<file path="src/rtl/cpu_mem_bridge.sv">
// cpu_mem_bridge
// Merges the core's instruction and data SRAM-style ports onto one shared
// memory port with an addr_ok/data_ok handshake. The core is stalled until
// every access requested in a cycle has completed; data goes before fetch.
//
// Ports
//   clk_i, rst_i        clock, synchronous active-high reset
//   inst_*_i/_o         fetch request, address, registered fetched word
//   data_*_i/_o         data request, byte strobes, address, store data,
//                       registered load data
//   stall_o             core holds pipeline and request inputs while high
//   mem_*_o             shared memory request (valid, write, strobes,
//                       mapped address, write data)
//   mem_addr_ok_i       request accepted this cycle
//   mem_data_ok_i       read data / write response valid
//   mem_rdata_i         read data
//
// Parameter
//   MAP_KSEG            1: kseg0/kseg1 addresses are folded to physical
module cpu_mem_bridge #(
  parameter bit MAP_KSEG = 1'b1
) (
  input  logic        clk_i,
  input  logic        rst_i,
  input  logic        inst_req_i,
  input  logic [31:0] inst_addr_i,
  output logic [31:0] inst_rdata_o,
  input  logic        data_req_i,
  input  logic [3:0]  data_wen_i,
  input  logic [31:0] data_addr_i,
  input  logic [31:0] data_wdata_i,
  output logic [31:0] data_rdata_o,
  output logic        stall_o,
  output logic        mem_req_o,
  output logic        mem_wr_o,
  output logic [3:0]  mem_wstrb_o,
  output logic [31:0] mem_addr_o,
  output logic [31:0] mem_wdata_o,
  input  logic        mem_addr_ok_i,
  input  logic        mem_data_ok_i,
  input  logic [31:0] mem_rdata_i
);

  typedef enum logic [1:0] {S_IDLE, S_REQ, S_WAIT, S_DONE} state_e;

  state_e      state_q, state_d;
  logic        inst_pend_q, inst_pend_d;
  logic        data_pend_q, data_pend_d;
  logic [31:0] inst_addr_q, inst_addr_d;
  logic [31:0] data_addr_q, data_addr_d;
  logic [3:0]  data_wen_q, data_wen_d;
  logic [31:0] data_wdata_q, data_wdata_d;
  logic [31:0] inst_rdata_q, inst_rdata_d;
  logic [31:0] data_rdata_q, data_rdata_d;

  function automatic logic [31:0] map_addr(input logic [31:0] a);
    if (MAP_KSEG && (a[31:30] == 2'b10)) return {3'b000, a[28:0]};
    return a;
  endfunction

  always_comb begin
    state_d      = state_q;
    inst_pend_d  = inst_pend_q;
    data_pend_d  = data_pend_q;
    inst_addr_d  = inst_addr_q;
    data_addr_d  = data_addr_q;
    data_wen_d   = data_wen_q;
    data_wdata_d = data_wdata_q;
    inst_rdata_d = inst_rdata_q;
    data_rdata_d = data_rdata_q;
    mem_req_o    = 1'b0;
    mem_wr_o     = 1'b0;
    mem_wstrb_o  = 4'b0000;
    mem_addr_o   = 32'h0;
    mem_wdata_o  = 32'h0;

    case (state_q)
      S_IDLE: begin
        if (inst_req_i || data_req_i) begin
          inst_pend_d  = inst_req_i;
          data_pend_d  = data_req_i;
          inst_addr_d  = inst_addr_i;
          data_addr_d  = data_addr_i;
          data_wen_d   = data_wen_i;
          data_wdata_d = data_wdata_i;
          state_d      = S_REQ;
        end
      end
      S_REQ: begin
        // Everything is driven from latched values, so the request is
        // stable for as long as the memory withholds addr_ok.
        mem_req_o = 1'b1;
        if (data_pend_q) begin
          mem_wr_o    = |data_wen_q;
          mem_wstrb_o = data_wen_q;
          mem_addr_o  = map_addr(data_addr_q);
          mem_wdata_o = data_wdata_q;
        end else begin
          mem_addr_o  = map_addr(inst_addr_q);
        end
        if (mem_addr_ok_i) state_d = S_WAIT;
      end
      S_WAIT: begin
        // Data is always issued first, so a set data_pend means the
        // outstanding transaction is the data access.
        if (mem_data_ok_i) begin
          if (data_pend_q) begin
            if (data_wen_q == 4'b0000) data_rdata_d = mem_rdata_i;
            data_pend_d = 1'b0;
            state_d     = inst_pend_q ? S_REQ : S_DONE;
          end else begin
            inst_rdata_d = mem_rdata_i;
            inst_pend_d  = 1'b0;
            state_d      = S_DONE;
          end
        end
      end
      S_DONE: state_d = S_IDLE;
      default: state_d = S_IDLE;
    endcase
  end

  always_ff @(posedge clk_i) begin
    if (rst_i) begin
      state_q      <= S_IDLE;
      inst_pend_q  <= 1'b0;
      data_pend_q  <= 1'b0;
      inst_addr_q  <= 32'h0;
      data_addr_q  <= 32'h0;
      data_wen_q   <= 4'b0000;
      data_wdata_q <= 32'h0;
      inst_rdata_q <= 32'h0;
      data_rdata_q <= 32'h0;
    end else begin
      state_q      <= state_d;
      inst_pend_q  <= inst_pend_d;
      data_pend_q  <= data_pend_d;
      inst_addr_q  <= inst_addr_d;
      data_addr_q  <= data_addr_d;
      data_wen_q   <= data_wen_d;
      data_wdata_q <= data_wdata_d;
      inst_rdata_q <= inst_rdata_d;
      data_rdata_q <= data_rdata_d;
    end
  end

  // Stall rises in the request cycle itself so the core holds its inputs
  // before the bridge has even left IDLE.
  assign stall_o = ~rst_i & (((state_q == S_IDLE) & (inst_req_i | data_req_i))
                             | (state_q == S_REQ) | (state_q == S_WAIT));

  assign inst_rdata_o = inst_rdata_q;
  assign data_rdata_o = data_rdata_q;

endmodule

</file>
<file path="config.mk">
export PLATFORM = sky130hd
export DESIGN_NAME = cpu_mem_bridge
export DESIGN_NICKNAME = d
export VERILOG_FILES = /design/src/rtl/cpu_mem_bridge.sv
export SDC_FILE = /design/constraint.sdc
export NUM_CORES = 1
export LEC_CHECK = 0
export ABC_AREA = 1
export CORE_UTILIZATION = 45
export DETAILED_ROUTE_END_ITERATION = 6
export PLACE_DENSITY = 0.88
export SLEW_MARGIN = 20
export SYNTH_ARGS = -nofsm -noshare
export SYNTH_HDL_FRONTEND = slang
export SYNTH_SLANG_ARGS = --single-unit
</file>
<file path="constraint.sdc">
create_clock -name clk_i -period 3.8 [get_ports clk_i]
set_input_delay 1.14 -clock clk_i [delete_from_list [all_inputs] [get_ports clk_i]]
set_output_delay 1.14 -clock clk_i [all_outputs]
set_load 0.05 [all_outputs]
</file>
==> impl_metrics.env <==
export IMPL_status="finished clean"
export IMPL_ys_top_cells_by_area="dfxtp_1, nor2_1, nand2_1"
export IMPL_crit_path_cell_trace="clkdlybuf4s50_1 > o21ai_4 > inv_2 > nor2_1 > a21oi_1 > buf_12"
export IMPL_place_congestion=0.8013
export IMPL_ff2ff_path_depth=7
export IMPL_nFillCells=1266
export IMPL_p_leak_nw=3.938
export IMPL_yosysUniqueCellTypes=23
export IMPL_mostFrequentLayoutCell="nor2_1"
export IMPL_pwr_share_comb=0.264
export IMPL_post_synth_instance_area_sq_um=7027
export IMPL_grtUsageMet2=0.4386
export IMPL_viasPerCell=5.131
export IMPL_core_sq_um=15200
export IMPL_total_power_mw=5.321
export IMPL_grt_max_degree=110
export IMPL_nets=1351
export IMPL_track_usage=0.2568
export IMPL_drc=0
export IMPL_multi_input_area_sq_um=3153
export IMPL_synth_nets=1120
export IMPL_p_switching_mw=1.721
export IMPL_met3_usage=0.07845
export IMPL_dieArea_sq_um=16120
export IMPL_r2r_end="data_rdata_o[3]"
export IMPL_cp_arrival_ns=2.43
export IMPL_switching_share=0.3235
export IMPL_setup_slack_ns=0.2330
export IMPL_post_cts_setup_buffer_count=0
export IMPL_cts_tree="done"
export IMPL_final_hold_viol_count=0
export IMPL_synth_seq_cells=168
export IMPL_critPathCapture="stall_o"
export IMPL_wl_per_cell_um=14.65
export IMPL_grt_pass1_wl_um=33000
export IMPL_hold_buffers=0
export IMPL_hold_path_class="reg -> reg"
export IMPL_critPathRequiredTime_ns=2.66
export IMPL_path_class="in -> out"
export IMPL_rsz0062_at_grt="no"
export IMPL_dp_hpwl_um=13850
export IMPL_critical_path_buf_inv_count=3
export IMPL_p_clk_frac=0.336
export IMPL_crit_start="inst_req_i"
export IMPL_synth_top_area_cell="dfxtp_1"
export IMPL_ys_warnings_count=0
export IMPL_num_vias=7250
export IMPL_cpMaxStageDelayCell="clkdlybuf4s50_1"
export IMPL_dp_slack_ns=0.2161
export IMPL_power_density_nw_per_um2=520.1
export IMPL_clock_root_buffer="clkbuf_16"
export IMPL_vdd_drop_max_uv=419.0
export IMPL_cp_slowest_stage_delay_ns=0.61
export IMPL_drt_iter0_drc=435
export IMPL_top_usage_layer="met2"
export IMPL_start_util=0.4622
export IMPL_htree_levels=4
export IMPL_fin_crit_ns=3.567
export IMPL_cap_violations=0
export IMPL_avgSynthCellArea_sq_um=7.156
export IMPL_cts_buffers=17
export IMPL_reg2reg_slack_ns=1.69
export IMPL_placed_cells=1382
export IMPL_skew_ns=0.004757
export IMPL_antenna_cells=0
export IMPL_intPower_mw=3.599
export IMPL_pin_count=273
export IMPL_endpoint_kind="output pin"
export IMPL_die_w_um=127.0
export IMPL_crit_family="buffers and inverters"
export IMPL_synth_seq_area_share=0.4786
export IMPL_crit_path_max_fanout=3
export IMPL_mostFrequentLayoutCells="nor2_1, clkdlybuf4s50_1, dfxtp_1"
export IMPL_fmax_ghz=0.2803
export IMPL_drive_gt1_frac=0.08163
export IMPL_grt_use_met1=0.2947
export IMPL_clock_sinks=168
export IMPL_cts_resized=0
export IMPL_regArea_sq_um=3364
export IMPL_path_clk_slew_ns=0.06
export IMPL_pwr_share_seq=0.399
export IMPL_drtAntennaViolNets=0
export IMPL_fin_util=0.6729
export IMPL_clockBufferDepth=2
export IMPL_numPortBuffers=272
export IMPL_finalSetupViolations=0
export IMPL_grt_pass1_vias=6645
export IMPL_firstDrtPassIters=5
export IMPL_insertion_delay_ns=0.41
export IMPL_post_synth_top_area_fraction=0.4786
export IMPL_grt_overflow=0
export IMPL_period_share=0.9387
export IMPL_cp_depth=6
export IMPL_max_slew_margin_rel=0.3576
export IMPL_tightestPinTransition_ns=0.9636
export IMPL_syn2layout_area_growth_pct=45.58
export IMPL_syn_instance_count=982
export IMPL_totalWireLength_um=20710
export IMPL_timing_rr_start="state_q[1]"
export IMPL_layout_cells_non_filler=1413
export IMPL_antenna_found_initial=0
export IMPL_rows=45
export IMPL_die_h_um=127.0
export IMPL_start_kind="input port"
export IMPL_final_max_slew_viol_count=0
export IMPL_fin_setup_tns_ns=0
## area by class of cell
type	instances	area share
clock buffers	24	0.04905
inverters	17	0.006360
repair buffers	288	0.2732
well taps	188	0.02299
clock inverters	7	0.01125
flip-flops and latches	168	0.3289
multi-input cells	721	0.3082
## power groups by stage
stage / registers [mW] / clock network [mW] / logic, mW
after CTS: 2.12 / 1.82 / 1.41
after global routing: 2.15 / 1.90 / 1.54
after detailed placement: 2.16 / 0 / 1.40
after floorplan: 2.20 / 0 / 0.926
final: 2.13 / 1.79 / 1.41
after global placement: 2.15 / 0 / 1.38
## synth_stat cells, drive strengths merged
library cell,instances
nor2,301
dfxtp,168
nand2,168
o21ai,103
a21oi,74
buf,57
nand3,39
nand3b,32
clkbuf,19
inv,17
a31oi,2
o22ai,1
or2,1
## per-stage QoR
stage / cell area, sq um / hold slack [ns]
2_1_floorplan: 7027 / 0.4300
3_3_place_gp: 9613 / 0.4402
3_5_place_dp: 9613 / 0.4468
4_1_cts: 10230 / 0.4562
5_1_grt: 10230 / 0.4787
6_report: 10230 / 0.4595
## layer usage
metal | wire [um] | up-vias
li1 | - | 3596
met1 | 8185 | 3323
met2 | 10210 | 291
met3 | 1737 | 40
met4 | 577 | 0
met5 | 0 | -
## registers in the layout, indices dropped and copies added, names as in the netlist
name and cells:
inst_pend_q 1, inst_rdata_o 32, data_wdata_q 32, state_q 2, data_rdata_o 32, inst_addr_q 32
data_pend_q 1, data_wen_q 4, data_addr_q 32
## worst reg2reg max path, cell delays in order, from the launching register on
cell and delay (ns):
dfxtp_1 0.40, inv_1 0.10, nor2_2 0.10, buf_4 0.39, nand3_2 0.15, nor2_4 0.63
nor2_1 0.15, nor2_1 0.13
## worst min-delay path by stage
stage                     startpoint          endpoint  slack (ns)  depth (start not counted)
floorplan           data_wdata_q[30]  data_wdata_q[30]        0.43                          2
global placement    data_wdata_q[30]  data_wdata_q[30]        0.44                          2
detailed placement  data_wdata_q[30]  data_wdata_q[30]        0.45                          2
CTS                 data_wdata_q[30]  data_wdata_q[30]        0.46                          2
global route        inst_rdata_o[24]  inst_rdata_o[24]        0.48                          2
finish              data_wdata_q[30]  data_wdata_q[30]        0.46                          2
## cell families after synthesis
group | after synthesis | synth area share
flip-flops | 168 | 0.4786
buffers and inverters | 93 | 0.07443
AND/OR/NAND/NOR | 541 | 0.3177
AO/OA/AOI/OAI | 180 | 0.1293
Note: power is estimated with default switching activity, not from simulation.
